File: src/rtl/uart_frame_pkg.sv
// Frame constants, slot/state encodings and PID helper for the UART frame path.
// Shared by the TX frame scheduler and the RX PID buffer.
package uart_frame_pkg;

    localparam logic [7:0] START_FRAME     = 8'hAA;
    localparam logic [7:0] END_FRAME       = 8'h55;
    localparam logic [7:0] TEST_PID        = 8'h69;
    localparam logic [7:0] PID_STRIDE      = 8'h10;
    localparam int         FRAMES_PER_WORD = 4;
    localparam logic [3:0] TEST_ID         = 4'hF;

    typedef enum logic [1:0] {
        SLOT_START,
        SLOT_PID,
        SLOT_VALUE,
        SLOT_END
    } slot_e;

    typedef enum logic [1:0] {
        ST_IDLE,
        ST_ISSUE,
        ST_WAIT,
        ST_GAP
    } state_e;

    // PID of frame `frame` for requester `id`: (id+1)*stride + frame
    function automatic logic [7:0] pid_of(input logic [3:0] id,
                                          input logic [1:0] frame);
        return PID_STRIDE * (8'(id) + 8'd1) + 8'(frame);
    endfunction

endpackage

File: src/rtl/uart_tx_frame_sched_rr_arbiter.sv
// Round-robin arbiter: first set request at or after the pointer wins.
// Pointer moves to one past the served index when upd is strobed.
module rr_arbiter #(
    parameter int N = 2
) (
    input  logic         clk,
    input  logic         rst,
    input  logic [N-1:0] req,
    input  logic         upd,
    input  logic [3:0]   upd_idx,
    output logic [N-1:0] gnt,
    output logic [3:0]   gnt_idx,
    output logic         gnt_vld
);

    logic [3:0] ptr_q;
    logic [3:0] ptr_d;
    int         k;

    // next pointer: one past the served requester, wrapping at N
    always_comb begin
        ptr_d = ptr_q;
        if (upd) begin
            if (upd_idx == 4'(N - 1)) begin
                ptr_d = '0;
            end else begin
                ptr_d = upd_idx + 4'd1;
            end
        end
    end

    // rotating priority search starting at the pointer
    always_comb begin
        k       = 0;
        gnt_idx = '0;
        gnt_vld = 1'b0;
        for (int i = 0; i < N; i++) begin
            k = int'(ptr_q) + i;
            if (k >= N) begin
                k = k - N;
            end
            if (!gnt_vld && req[k]) begin
                gnt_vld = 1'b1;
                gnt_idx = 4'(k);
            end
        end
    end

    // one-hot view of the winning index
    always_comb begin
        gnt = '0;
        for (int i = 0; i < N; i++) begin
            gnt[i] = gnt_vld && (gnt_idx == 4'(i));
        end
    end

    // pointer register
    always_ff @(posedge clk or posedge rst) begin
        if (rst) begin
            ptr_q <= '0;
        end else begin
            ptr_q <= ptr_d;
        end
    end

endmodule

File: src/rtl/uart_tx_frame_sched.sv
// Shares one UART byte transmitter among NUM_REQ 32-bit word publishers.
// Optional test frame (AA 69 val 55) enabled by UART_TX_SCHED_TEST_FRAME_EN.
module uart_tx_frame_sched
    import uart_frame_pkg::*;
#(
    parameter int NUM_REQ    = 2,
    parameter int GAP_CYCLES = 0
) (
    input  logic                    clk,
    input  logic                    rst,
    input  logic [NUM_REQ-1:0]      req,
    input  logic [32*NUM_REQ-1:0]   req_data,
`ifdef UART_TX_SCHED_TEST_FRAME_EN
    input  logic                    test_req,
    input  logic [7:0]              test_val,
    output logic                    test_ack,
`endif
    output logic [NUM_REQ-1:0]      ack,
    output logic                    busy,
    output logic [3:0]              cur_id,
    output logic                    tx_start,
    output logic [7:0]              tx_byte,
    input  logic                    tx_busy,
    input  logic                    tx_done
);

    localparam logic [7:0] GAP_LAST =
        (GAP_CYCLES > 0) ? 8'(GAP_CYCLES - 1) : 8'd0;
    localparam logic [1:0] LAST_FRAME = 2'(FRAMES_PER_WORD - 1);

    state_e               state_q, state_d;
    slot_e                b_q, b_d;
    logic [1:0]           f_q, f_d;
    logic [7:0]           gap_q, gap_d;
    logic [31:0]          shadow_q, shadow_d;
    logic [NUM_REQ-1:0]   ack_q, ack_d;
    logic                 busy_q, busy_d;
    logic [3:0]           cur_id_q, cur_id_d;
    logic                 tx_start_q, tx_start_d;
    logic [7:0]           tx_byte_q, tx_byte_d;

    logic [NUM_REQ-1:0]   gnt;
    logic [3:0]           gnt_idx;
    logic                 gnt_vld;
    logic                 upd;
    logic [31:0]          gnt_word;
    logic [7:0]           cur_byte;
    logic                 is_test;

`ifdef UART_TX_SCHED_TEST_FRAME_EN
    logic                 test_q, test_d;
    logic                 test_ack_q, test_ack_d;

    assign is_test  = test_q;
    assign test_ack = test_ack_q;
`else
    assign is_test  = 1'b0;
`endif

    rr_arbiter #(
        .N       (NUM_REQ)
    ) u_arb (
        .clk     (clk),
        .rst     (rst),
        .req     (req),
        .upd     (upd),
        .upd_idx (cur_id_q),
        .gnt     (gnt),
        .gnt_idx (gnt_idx),
        .gnt_vld (gnt_vld)
    );

    // select the granted requester's word for the shadow copy
    always_comb begin
        gnt_word = '0;
        for (int i = 0; i < NUM_REQ; i++) begin
            if (gnt[i]) begin
                gnt_word = req_data[32*i +: 32];
            end
        end
    end

    // byte for the current (frame, slot) position
    always_comb begin
        cur_byte = START_FRAME;
        unique case (b_q)
            SLOT_START: cur_byte = START_FRAME;
            SLOT_PID:   cur_byte = is_test ? TEST_PID : pid_of(cur_id_q, f_q);
            SLOT_VALUE: cur_byte = shadow_q[5'd31 - {f_q, 3'b000} -: 8];
            SLOT_END:   cur_byte = END_FRAME;
        endcase
    end

    // scheduler next-state and registered-output logic
    always_comb begin
        state_d    = state_q;
        b_d        = b_q;
        f_d        = f_q;
        gap_d      = gap_q;
        shadow_d   = shadow_q;
        ack_d      = '0;
        busy_d     = busy_q;
        cur_id_d   = cur_id_q;
        tx_start_d = 1'b0;
        tx_byte_d  = tx_byte_q;
        upd        = 1'b0;
`ifdef UART_TX_SCHED_TEST_FRAME_EN
        test_d     = test_q;
        test_ack_d = 1'b0;
`endif
        unique case (state_q)
            ST_IDLE: begin
`ifdef UART_TX_SCHED_TEST_FRAME_EN
                if (test_req) begin
                    test_d    = 1'b1;
                    shadow_d  = {test_val, 24'h0};
                    cur_id_d  = TEST_ID;
                    busy_d    = 1'b1;
                    f_d       = '0;
                    b_d       = SLOT_START;
                    tx_byte_d = START_FRAME;
                    state_d   = ST_ISSUE;
                end else
`endif
                if (gnt_vld) begin
`ifdef UART_TX_SCHED_TEST_FRAME_EN
                    test_d    = 1'b0;
`endif
                    shadow_d  = gnt_word;
                    cur_id_d  = gnt_idx;
                    busy_d    = 1'b1;
                    f_d       = '0;
                    b_d       = SLOT_START;
                    tx_byte_d = START_FRAME;
                    state_d   = ST_ISSUE;
                end
            end
            ST_ISSUE: begin
                tx_byte_d = cur_byte;
                if (!tx_busy) begin
                    tx_start_d = 1'b1;
                    state_d    = ST_WAIT;
                end
            end
            ST_WAIT: begin
                if (tx_done) begin
                    if (b_q == SLOT_END) begin
                        b_d = SLOT_START;
                        if (f_q == LAST_FRAME || is_test) begin
                            busy_d   = 1'b0;
                            cur_id_d = '0;
                            state_d  = ST_IDLE;
`ifdef UART_TX_SCHED_TEST_FRAME_EN
                            test_d   = 1'b0;
                            if (is_test) begin
                                test_ack_d = 1'b1;
                            end else
`endif
                            begin
                                upd = 1'b1;
                                for (int i = 0; i < NUM_REQ; i++) begin
                                    ack_d[i] = (cur_id_q == 4'(i));
                                end
                            end
                        end else begin
                            f_d     = f_q + 2'd1;
                            gap_d   = '0;
                            state_d = (GAP_CYCLES > 0) ? ST_GAP : ST_ISSUE;
                        end
                    end else begin
                        b_d     = slot_e'(b_q + 2'd1);
                        state_d = ST_ISSUE;
                    end
                end
            end
            ST_GAP: begin
                if (gap_q == GAP_LAST) begin
                    state_d = ST_ISSUE;
                end else begin
                    gap_d = gap_q + 8'd1;
                end
            end
            default: state_d = ST_IDLE;
        endcase
    end

    // state and output registers
    always_ff @(posedge clk or posedge rst) begin
        if (rst) begin
            state_q    <= ST_IDLE;
            b_q        <= SLOT_START;
            f_q        <= '0;
            gap_q      <= '0;
            shadow_q   <= '0;
            ack_q      <= '0;
            busy_q     <= 1'b0;
            cur_id_q   <= '0;
            tx_start_q <= 1'b0;
            tx_byte_q  <= '0;
        end else begin
            state_q    <= state_d;
            b_q        <= b_d;
            f_q        <= f_d;
            gap_q      <= gap_d;
            shadow_q   <= shadow_d;
            ack_q      <= ack_d;
            busy_q     <= busy_d;
            cur_id_q   <= cur_id_d;
            tx_start_q <= tx_start_d;
            tx_byte_q  <= tx_byte_d;
        end
    end

`ifdef UART_TX_SCHED_TEST_FRAME_EN
    // test-frame mode and completion pulse
    always_ff @(posedge clk or posedge rst) begin
        if (rst) begin
            test_q     <= 1'b0;
            test_ack_q <= 1'b0;
        end else begin
            test_q     <= test_d;
            test_ack_q <= test_ack_d;
        end
    end
`endif

    assign ack      = ack_q;
    assign busy     = busy_q;
    assign cur_id   = cur_id_q;
    assign tx_start = tx_start_q;
    assign tx_byte  = tx_byte_q;

endmodule

File: config.mk
export PLATFORM = sky130hd
export DESIGN_NAME = uart_tx_frame_sched
export DESIGN_NICKNAME = d
export VERILOG_FILES = /design/src/rtl/uart_frame_pkg.sv /design/src/rtl/uart_tx_frame_sched_rr_arbiter.sv /design/src/rtl/uart_tx_frame_sched.sv
export SDC_FILE = /design/constraint.sdc
export NUM_CORES = 1
export LEC_CHECK = 0
export BUFFER_PORTS_ARGS = -buffer_cell sky130_fd_sc_hd__buf_2
export CAP_MARGIN = 10
export CORE_MARGIN = 2
export CORE_UTILIZATION = 25
export DETAILED_ROUTE_END_ITERATION = 7
export GPL_TIMING_DRIVEN = 0
export PLACE_DENSITY = 0.52
export SYNTH_ARGS = -nofsm -noshare
export SYNTH_HDL_FRONTEND = slang
export SYNTH_HIERARCHICAL = 1
export SYNTH_SLANG_ARGS = --single-unit
File: constraint.sdc
create_clock -name clk -period 5.2 [get_ports clk]
set_clock_uncertainty 0.1 [all_clocks]
set_input_delay 0 -clock clk [delete_from_list [all_inputs] [get_ports clk]]
set_output_delay 0 -clock clk [all_outputs]
set_load 0.01 [all_outputs]
# Word-level counts from Yosys, hierarchy flattened
# Cells that the tools add are included.
totals:
  reg_bits: 66
  inputBits: 70
  out_inout_bits: 16
classes:
  add_sub_neg: 10
  n_lt_le_gt_ge: 4
  eq_ne: 17
  n_shift: 1
  muxes: 58
  n_reduce_logical: 19
op_table:
  columns: ["op", "n"]
  rows:
  - ["32-bit 2-to-1 mux", 4]
  - ["32-bit by 3-bit < comparator with 1-bit output, second input constant", 2]
  - ["8-bit 2-to-1 mux", 5]
  - ["39-bit by 6-bit variable part select with 8-bit output", 1]
  - ["32-bit by 3-bit >= comparator with 1-bit output, second input constant", 1]
  - ["8-bit case mux with 2 select lines", 2]
  - ["8-bit case mux with 4 select lines", 1]
  - ["32-bit by 3-bit subtractor with 32-bit output, second input constant", 1]
  - ["2-bit 2-to-1 mux", 15]
  - ["4-bit 2-to-1 mux", 7]
  - ["1-bit 2-to-1 mux", 19]
  - ["5-bit AND reduction", 3]
  - ["2-bit inequality test, second input constant", 7]
  - ["2-bit equality test, second input constant", 5]
  - ["4-bit by 1-bit adder with 4-bit output, second input constant", 2]
  - ["8-bit by 1-bit adder with 8-bit output, second input constant", 1]
  - ["8-bit by 2-bit adder with 8-bit output", 1]
  - ["4-bit by 1-bit equality test with 1-bit output, second input constant", 2]
  - ["4-bit zero test", 2]
  - ["8-bit zero test", 1]
  - ["2-bit case mux with 2 select lines", 2]
  - ["2-bit case mux with 4 select lines", 1]
  - ["4-bit case mux with 2 select lines", 1]
  - ["2-bit nonzero test", 3]
  - ["14 further kinds", 20]

# Logic depth before layout (Yosys ltp)
# Gate-level depths: netlist of run 1.
logic_depth:
  depth_word: 13
  depth_mapped: 14
  mapped_depth_nobuf: 12

# Modules after synthesis
# Netlist of run 1, hierarchy kept.
by_module_without_submodules:
  columns: ["module", "n_inst", "cells_each", "area_per_inst_um2", "seq_area_each_um2"]
  rows:
  - ["uart_tx_frame_sched", 1, 322, 3215.6, 1551.5]
  - ["rr_arbiter", 1, 76, 624.3, 100.1]

# Worst setup path after synthesis of run 1
# OpenSTA, ideal clock, no wires.
synth_timing:
  path_kind: "register -> register"
  startpoint: "reg u_arb.ptr_q[1]"
  endpoint: "reg shadow_q[0]"
  arrival_time_ns: 2.628
  required_time_ns: 5.023
  path_slack_ns: 2.395
  stages_incl_launch_ff: 13
  synth_period_minus_slack_ns: 2.805
  path_cell_list: "dfrtp_1 > ha_1 > xnor2_2 > ha_1 > xnor2_1 > xor2_1 > o22ai_1 > o2bb2ai_1 > nor3_1 > nor2b_1 > clkbuf_1 > a22oi_1 > a21oi_1"
synth_between:
  elab_chain_len: 13
synth_rtl:
  columns: ["item", "line", "source"]
  rows:
  - ["start: declaration", "uart_tx_frame_sched_rr_arbiter.sv:16", "logic [3:0] ptr_q;"]
  - ["start signal: assignment", "uart_tx_frame_sched_rr_arbiter.sv:62", "ptr_q <= ptr_d;"]
  - ["branches (longest 8 deep; another with 32-bit by 3-bit >= comparator with 1-bit output)", null, null]
  - ["4-bit 2-to-1 mux (*)", "uart_tx_frame_sched_rr_arbiter.sv:42", "if (!gnt_vld && req[k]) begin"]
  - ["via gnt_idx[3]", "uart_tx_frame_sched.sv:43", "logic [3:0] gnt_idx;"]
  - ["4-bit zero test (*)", "uart_tx_frame_sched_rr_arbiter.sv:53", "gnt[i] = gnt_vld && (gnt_idx == 4'(i));"]
  - ["1-bit logical AND (*)", "uart_tx_frame_sched_rr_arbiter.sv:53", null]
  - ["via gnt[0]", "uart_tx_frame_sched.sv:42", "logic [NUM_REQ-1:0] gnt;"]
  - ["32-bit 2-to-1 mux (*) (2 in series)", "uart_tx_frame_sched.sv:77", "if (gnt[i]) begin"]
  - ["end signal: assignment", "uart_tx_frame_sched.sv:205", "shadow_q <= shadow_d;"]
  - ["end: declaration", "uart_tx_frame_sched.sv:35", "logic [31:0] shadow_q, shadow_d;"]
# Mark *: on every way through the listed nets, which the timed path passes. The select of a mux whose other input is x is not followed.
# A chain may end at the register's enable or synchronous reset.

# Worst setup path in the final report of run 1
layout_timing:
  startpoint: "reg u_arb.ptr_q[1]"
  endpoint: "reg shadow_q[23]"
layout_rtl:
  columns: ["item", "line"]
  rows:
  - ["branches (longest 8 deep; another with 32-bit by 3-bit >= comparator with 1-bit output)", null]
  - ["4-bit 2-to-1 mux (*)", "uart_tx_frame_sched_rr_arbiter.sv:42"]
  - ["via gnt_idx[3]", "uart_tx_frame_sched.sv:43"]
  - ["4-bit by 1-bit equality test with 1-bit output (*)", "uart_tx_frame_sched_rr_arbiter.sv:53"]
  - ["1-bit logical AND (*)", "uart_tx_frame_sched_rr_arbiter.sv:53"]
  - ["via gnt[1]", "uart_tx_frame_sched.sv:42"]
  - ["32-bit 2-to-1 mux (*)", "uart_tx_frame_sched.sv:77"]
# Marked as above.

==> results.yml, run 1 <==
status:
  run_status: "finished, final reports clean"
setup_path:
  critPathMaxFanout: 10
  crit_required_ps: 5360
  startpoint_type: "flop"
  critical_path_class: "flop to flop"
  path_buf_inv: 3
  end_kind: "flop"
  crit_path_max_incr_delay_ps: 610
  path_cells: "ha_1, xnor2_2, ha_1, xnor2_1, xor2_1, o22ai_1, o2bb2ai_1, nor3_1, clkbuf_1, nor2b_1, clkbuf_1, a22oi_1, dlygate4sd3_1, a21oi_1"
  slowest_stage: "dlygate4sd3_1"
  cp_top_family: "buffers and inverters"
  cp_data_arrival_time_ps: 4430
yosys:
  synthFlopType: "dfrtp_1"
  yosysTopAreaCellShare: 0.430
  synth-edff-count: 0
  synthTopCellsByCount: "66 x dfrtp_1, 50 x nor2_1, 48 x a21oi_1"
  syn-mean-instance-area_sq_um: 9.65
  synth.top_cells.by_area: "dfrtp_1 43%, a21oi_1 6.3%, a22oi_1 6.1%, ha_1 5.5%, nor2_1 4.9%"
  synth_fp_nets: 485
  ys.warnings.count: 6
  ys_types: 56
  syn_inst: 398
  netlist_area_sq_mm: 0.00384
  synth.most_common_cell: "dfrtp_1"
  async_reset_ff_frac: 1.00
  synth_top_area_cell: "dfrtp_1"
  ys_ff_latch: 66
  yosysSeqAreaShare: 0.430
hold_path:
  min-delay-path-class: "primary input to async pin"
clocking:
  clkTransAtPathRegs_ps: 60
  cts_buffers: 9
  htreeDepth: 3
  clockBufferDepth: 2
  root_buffer: "clkbuf_16"
  post_cts_buffers: 0
  cts_num_sinks: 66
  cts_tree: "done"
  clock_latency_ps: 340
die:
  start_util: 0.254
  io_pins: 86
  die_area_sq_mm: 0.0164
  die-width_um: 128
  die_h_um: 128
  rows: 45
  coreArea_sq_mm: 0.0151
sta:
  finalMaxSlewViolations: 0
  finalHoldViolCount: 0
  max-slew-margin-rel: 0.600
  setup_ws_ps: 927
  fin_crit_ps: 4270
  finalSetupViolations: 0
  tns_ps: 0
  worstMarginPinSlew_ps: 599
  grt_setup_unrepaired: "no"
  fmax_mhz: 234
  fin_hold_ws_ps: 12.4
  fin_crit_sh: 0.822
run:
  cap_violations: 0
cells_and_area:
  nets: 649
  layoutNonFillerInstCount: 755
  diodes: 0
  area_growth_pct: 42.7
  n_fill_cell: 1552
  drive_gt1_frac: 0.247
detailed_routing:
  wl_um: 11000
  avgViaCountPerCell: 4.80
  drc_errors: 0
  vias: 3624
  wl_per_cell_um: 14.6
  dr.pass1.iters: 4
  drtIter0Drc: 192
  ant_nets: 0
placed_design:
  portBuffers: 85
  globalplace.congestion: 0.778
  dp_slack_ps: 1450
  dp_hpwl_um: 8160
  dp.cells: 672
pwr:
  power.total_w: 0.00337
  power_density_mw_per_mm2: 615
  ir_worst_vdd_mv: 0.231
  p_leak_nw: 2.36
grt:
  antenna_found_initial: 0
  grt_pass1_wl_um: 18600
  grt_max_degree: 39
  grt_usage: 0.144
  grt_pass1_vias: 3703
  globalRoute.totalOverflow: 0
-- power breakdown --
group	internal (W)	switching, W
clock network	0.000340	0.000240
registers	0.000759	0.000201
logic	0.000884	0.000946
total	0.00198	0.00139
-- cell usage in the layout (no fill, tap or decap), drive strengths merged, types with 4 or more instances in the layout --
cell type,count
buf,97
dlygate4sd3,67
dfrtp,66
nor2,50
a21oi,48
a22oi,31
clkbuf,26
inv,24
nand2,21
o21ai,21
ha,17
xnor2,9
mux4,8
a22o,8
a221oi,6
a211oi,5
nor2b,4
nand3,4
xor2,4
or2,4
-- area by class of cell --
| class | count | area, sq um | area share |
|---|---|---|---|
| Buffer | 27 | 130 | 0.0237 |
| Clock inverter | 6 | 50.0 | 0.00913 |
| Tap cell | 188 | 235 | 0.0429 |
| Multi-Input combinational cell | 283 | 1980 | 0.361 |
| Inverter | 22 | 82.6 | 0.0151 |
| Clock buffer | 10 | 239 | 0.0436 |
| Timing Repair Buffer | 153 | 1120 | 0.204 |
| Sequential cell | 66 | 1650 | 0.301 |
-- logic make-up (layout without fill, tap and decap cells) --
logic type      Yosys count  in the layout  share of synthesized area
compound gates          134            134                      0.231
xor+xnor                 13             13                     0.0316
simple gates            107            107                      0.139
buf+inv                  49            218                     0.0554
flops                    66             66                      0.430
mux                      12             12                     0.0577
fa+ha+maj                17             17                     0.0554
-- metrics by stage --
stage	utilization	cell area, sq um
detailed placement	0.300	4520
CTS	0.363	5480
finish	0.363	5480
global placement	0.298	4500
floorplan	-	3840
global route	0.363	5480
-- worst register-to-register path, delay by kind of cell (launching register included) --
family                     cells  cell delay [ps]
xor gates and xnor gates       3              540
adders and majority gates      2              540
AOI/OAI and AO/OA              4              660
DFF                            1              460
and+or+nand+nor                2              530
buffers and inverters          3             1350
-- repair_timing --
| item | CTS | global route |
|---|---|---|
| resized for setup | 0 | 0 |
| endpoints found under the hold margin | 64 | 0 |
| hold buffers | 67 | 0 |
-- registers in the layout (all words and copies together), names as in the netlist --
| register | cells |
|---|---|
| tx_byte | 8 |
| cur_id | 4 |
| u_arb/ptr_q | 4 |
| gap_q | 8 |
| b_q | 2 |
| f_q | 2 |
| shadow_q | 32 |
| tx_start | 1 |
| state_q | 2 |
| ack | 2 |
| busy | 1 |
-- layer usage --
metal / wire, um / vias to the layer above / GRT usage
met5: 0 / - / 0
li1: - / 1766 / -
met4: 180 / 0 / 0.0440
met1: 5290 / 1742 / 0.194
met3: 501 / 12 / 0.0321
met2: 5060 / 104 / 0.230
-- worst paths after layout --
kind	cells past startpoint	endpoint	slack [ps]	from
setup / recovery	14	shadow_q[23]	930	u_arb/ptr_q[1]
hold / removal	3	u_arb/ptr_q[0]	10	rst
setup reg to reg	14	shadow_q[23]	930	u_arb/ptr_q[1]
hold reg to reg	2	tx_byte[4]	390	tx_byte[4]
max in group asynchronous	4	f_q[1]	4210	rst
min in group clk	5	cur_id[0]	30	req[0]
Power figures use the tool's default switching activity.
==> run 2: changes to the inputs <==
- PLACE_DENSITY: 0.52 -> 0.54
- clock period: 5.2 -> 3.7 ns (I/O delays scaled with it)
==> results.yml, run 2 (synthesis gave the netlist of run 1 again) <==
setup_path:
  cp-startpoint: "u_arb/ptr_q[1]"
  r2r_cells: 13
  r2r_slack_ps: 280
  critical_path_class: "flop to flop"
  worstReg2RegEnd: "shadow_q[17]"
  startpoint_type: "flop"
  critPathMaxFanout: 10
  crit_required_ps: 3790
  worstReg2RegStart: "u_arb/ptr_q[1]"
  end_kind: "flop"
  cp_data_arrival_time_ps: 3510
status:
  run_status: "finished, final reports clean"
detailed_routing:
  ant_nets: 0
  drtIter0Drc: 226
  wl_per_cell_um: 15.6
  wl_um: 11800
  avgViaCountPerCell: 4.80
  dr.pass1.iters: 4
  vias: 3622
  drc_errors: 0
cells_and_area:
  post-route-util: 0.364
  regMostFlops: "shadow_q"
  final_common_cell: "buf_2"
  diodes: 0
  drive_gt1_frac: 0.250
  layout_common_cells: "93 x buf_2, 67 x dlygate4sd3_1, 66 x dfrtp_1"
  nets: 649
  area_growth_pct: 43.0
  largest_register_ff_count: 32
sta:
  worstMarginPinSlew_ps: 646
  finalSetupViolations: 0
  grt_setup_unrepaired: "no"
  max-slew-margin-rel: 0.569
  finalHoldViolCount: 0
  tns_ps: 0
  finalMaxSlewViolations: 0
  fmax_mhz: 292
  fin_crit_ps: 3420
  fin_crit_sh: 0.925
run:
  cap_violations: 0
pwr:
  power_density_mw_per_mm2: 809
  pwr-share-seq: 0.303
  p_clk_frac: 0.186
  swShare: 0.425
  ir_worst_vdd_mv: 0.324
  p_int_w: 0.00256
  p_leak_nw: 2.43
  pwr-share-comb: 0.511
  p_sw_w: 0.00189
hold_path:
  min-delay-path-class: "primary input to async pin"
grt:
  grt_usage: 0.148
  grt_pass1_vias: 3718
  antenna_found_initial: 0
  grt_max_degree: 45
  globalRoute.totalOverflow: 0
  grt_pass1_wl_um: 18900
die:
  rows: 45
  die_h_um: 128
  io_pins: 86
  die-width_um: 128
  start_util: 0.254
  coreArea_sq_mm: 0.0151
  die_area_sq_mm: 0.0164
clocking:
  root_buffer: "clkbuf_16"
  clkTransAtPathRegs_ps: 50
  clockBufferDepth: 2
  htreeDepth: 3
  clock_latency_ps: 330
  cts_num_sinks: 66
  cts_tree: "done"
  cts_buffers: 9
placed_design:
  portBuffers: 85
  dp_hpwl_um: 8310
  globalplace.congestion: 0.773
==> run 2: cell types whose count changed in the layout (fill, tap and decap cells not counted), sizes merged <==
cell,previous run,this run
inv,24,22
bufinv,0,1
clkbuf,26,27
==> run 2: power groups by stage <==
stage | sequential (W) | combinational (W) | clock, W
floorplan | 0.00129 | 0.00157 | 0
global placement | 0.00134 | 0.00214 | 0
detailed placement | 0.00136 | 0.00220 | 0
CTS | 0.00135 | 0.00226 | 0.000847
global route | 0.00139 | 0.00252 | 0.000880
finish | 0.00134 | 0.00227 | 0.000826
==> run 2: how the worst max path moves through the flow <==
stage,to,slack (ps),cells past startpoint
finish,shadow_q[17],280,13
global route,shadow_q[4],7,12
CTS,shadow_q[31],9,13
detailed placement,shadow_q[31],30,13
global placement,shadow_q[23],70,13
floorplan,shadow_q[0],890,12
==> run 2: repair_timing <==
action	CTS	global route
endpoints found under the hold margin	102	0
setup endpoints to repair	0	30
hold buffers	67	0
setup buffers	0	0
gates resized for setup	0	7
==> run 2: through the flow <==
| stage | hold slack, ps | setup WS, ps | std cells | instance area, sq um | power [W] |
|---|---|---|---|---|---|
| 2_1_floorplan | -334 | 895 | 398 | 3840 | 0.00286 |
| 3_3_place_gp | -204 | 65.4 | 671 | 4500 | 0.00348 |
| 3_5_place_dp | -190 | 32.7 | 672 | 4530 | 0.00355 |
| 4_1_cts | 17.7 | 9.18 | 755 | 5490 | 0.00446 |
| 5_1_grt | 34.2 | 7.46 | 755 | 5490 | 0.00479 |
| 6_report | 17.2 | 277 | 755 | 5490 | 0.00444 |
==> run 2: area by class of cell <==
type | instances | area (sq um)
inverter | 22 | 82.6
buffer | 27 | 134
tap | 188 | 235
sequential | 66 | 1650
timing repair buffer | 153 | 1120
fill | 1532 | 9600
multi-input combinational | 283 | 1980
clock inverter | 5 | 55.1
clock buffer | 11 | 233
==> run 2: layer usage <==
layer / up-vias / wire [um] / GRT usage
li1: 1767 / - / -
met3: 6 / 651 / 0.0305
met2: 104 / 5560 / 0.245
met5: - / 0 / 0
met1: 1745 / 5400 / 0.195
met4: 0 / 137 / 0.0420
==> run 2: critical path, stage by stage, from the launching register on <==
cell       delay (ps)
dfrtp_1           460
ha_1              310
xnor2_2           180
ha_1              230
xnor2_1           220
xor2_1            180
o22ai_1           110
o2bb2ai_1         180
nor3_1            180
clkbuf_1          330
nor2b_2           150
clkbuf_2          250
a22oi_1           270
a21oi_1           110
==> run 3: changes to the inputs <==
- CORE_UTILIZATION: 25 -> 45
- PLACE_DENSITY: 0.54 -> default
- PLACE_DENSITY_LB_ADDON: default -> 0.25
==> results.yml, run 3 (synthesis gave the netlist of run 1 again) <==
setup_path:
  crit_path_max_incr_delay_ps: 470
  worstReg2RegEnd: "shadow_q[17]"
  end_kind: "flop"
  critPathMaxFanout: 10
  worstReg2RegStart: "u_arb/ptr_q[1]"
  path_cells: "ha_1, xnor2_2, ha_1, xnor2_1, xor2_1, o22ai_1, o2bb2ai_1, nor3_1, clkbuf_1, nor2b_1, clkbuf_2, a22oi_1, a21oi_1"
  critical_path_class: "flop to flop"
  r2r_slack_ps: 240
  crit_required_ps: 3800
  slowest_stage: "dfrtp_1"
  cp_data_arrival_time_ps: 3570
  path_buf_inv: 2
  startpoint_type: "flop"
  r2r_cells: 13
  cp_top_family: "compound AO/OA/AOI/OAI gates"
  cpMostUsedCell: "ha_1"
sta:
  finalHoldViolCount: 0
  fin_crit_sh: 0.936
  finalMaxSlewViolations: 0
  setup_ws_ps: 239
  max-slew-margin-rel: 0.605
  finalSetupViolations: 0
  fmax_mhz: 289
  grt_setup_unrepaired: "no"
  worstMarginPinSlew_ps: 593
  fin_crit_ps: 3460
  tns_ps: 0
cells_and_area:
  regMostFlops: "shadow_q"
  area_growth_pct: 38.1
  nets: 650
  diodes: 0
  n_fill_cell: 704
  post-route-util: 0.642
  layout_common_cells: "93 x buf_2, 68 x dlygate4sd3_1, 66 x dfrtp_1"
  layoutNonFillerInstCount: 673
  final_common_cell: "buf_2"
  largest_register_ff_count: 32
  drive_gt1_frac: 0.252
clocking:
  clockBufferDepth: 2
  clkTransAtPathRegs_ps: 80
  post_cts_buffers: 0
  root_buffer: "clkbuf_8"
  cts_num_sinks: 66
  cts_buffers: 9
  htreeDepth: 3
  cts_tree: "done"
  clock_latency_ps: 350
placed_design:
  globalplace.congestion: 0.886
  portBuffers: 85
  dp_slack_ps: 177
  dp.cells: 589
  dp_hpwl_um: 7090
detailed_routing:
  wl_per_cell_um: 16.6
  drtIter0Drc: 146
  vias: 3671
  drc_errors: 0
  avgViaCountPerCell: 5.45
  wl_um: 11100
  ant_nets: 0
  dr.pass1.iters: 5
pwr:
  power.total_w: 0.00419
  power_density_mw_per_mm2: 790
  ir_worst_vdd_mv: 0.471
  p_leak_nw: 2.40
die:
  start_util: 0.465
  coreArea_sq_mm: 0.00826
  rows: 33
  die_area_sq_mm: 0.00929
  die-width_um: 96.4
  die_h_um: 96.4
  io_pins: 86
grt:
  grt_usage: 0.257
  globalRoute.totalOverflow: 0
  grt_pass1_vias: 3825
  grt_max_degree: 38
  grt_pass1_wl_um: 18200
  antenna_found_initial: 0
hold_path:
  min-delay-path-class: "primary input to flop"
  holdPathStages: 5
  holdPathEnd: "cur_id[0]"
  min_from: "req[0]"
status:
  run_status: "finished, final reports clean"
run:
  cap_violations: 0
[run 3: changes by cell type in the layout (fill, tap and decap cells not counted), sizes merged]
cell         previous run  this run
clkbuf                 27        26
clkinv                  2         3
inv                    22        23
dlygate4sd3            67        68
clkinvlp                2         1
[run 3: per-stage QoR]
| step | area (sq um) | hold WS (ps) |
|---|---|---|
| after floorplan | 3840 | -334 |
| after global placement | 4400 | -205 |
| after detailed placement | 4420 | -191 |
| after CTS | 5300 | 5.54 |
| after global routing | 5300 | 60.4 |
| final | 5300 | 7.14 |
[run 3: final cells by class]
class	count	area, sq um	area share
well taps	105	131	0.0248
repair buffers	154	1130	0.212
flip-flops and latches	66	1650	0.311
clock inverters	6	65.1	0.0123
clock buffers	10	138	0.0259
plain buffers	27	134	0.0252
multi-input cells	283	1980	0.372
inverters	22	82.6	0.0156
[run 3: report_power, final]
part / switching (W) / leakage, nW / internal, W
Combinational: 0.00127 / 1.51 / 0.000964
Sequential: 0.000269 / 0.786 / 0.00107
Clock: 0.000291 / 0.103 / 0.000330
[run 3: how the worst max path moves through the flow]
| stage | startpoint | to | slack (ps) | depth (start not counted) |
|---|---|---|---|---|
| 2_1_floorplan | u_arb/ptr_q[1] | shadow_q[0] | 890 | 12 |
| 3_3_place_gp | u_arb/ptr_q[1] | shadow_q[24] | 240 | 13 |
| 3_5_place_dp | u_arb/ptr_q[1] | shadow_q[17] | 180 | 13 |
| 4_1_cts | u_arb/ptr_q[1] | shadow_q[17] | 140 | 13 |
| 5_1_grt | u_arb/ptr_q[1] | shadow_q[17] | 10 | 13 |
| 6_report | u_arb/ptr_q[1] | shadow_q[17] | 240 | 13 |
[run 3: routing by layer]
layer | track usage | share of wire | up-vias
li1 | - | - | 1761
met1 | 0.341 | 0.44 | 1744
met2 | 0.417 | 0.47 | 141
met3 | 0.0411 | 0.058 | 25
met4 | 0.117 | 0.027 | 0
met5 | 0 | 0 | -
[run 3: repair_timing]
action | in CTS | in global routing
hold buffers | 68 | 0
resized for setup | 0 | 6
setup endpoints to repair | 0 | 27
endpoints found under the hold margin | 65 | 0
[run 3: worst register-to-register path, cell delays in order, from the launching register on]
cell and delay (ps):
dfrtp_1 470, ha_1 300, xnor2_2 180, ha_1 230, xnor2_1 230, xor2_1 190, o22ai_1 110, o2bb2ai_1 180
nor3_1 180, clkbuf_1 330, nor2b_1 190, clkbuf_2 250, a22oi_1 260, a21oi_1 120
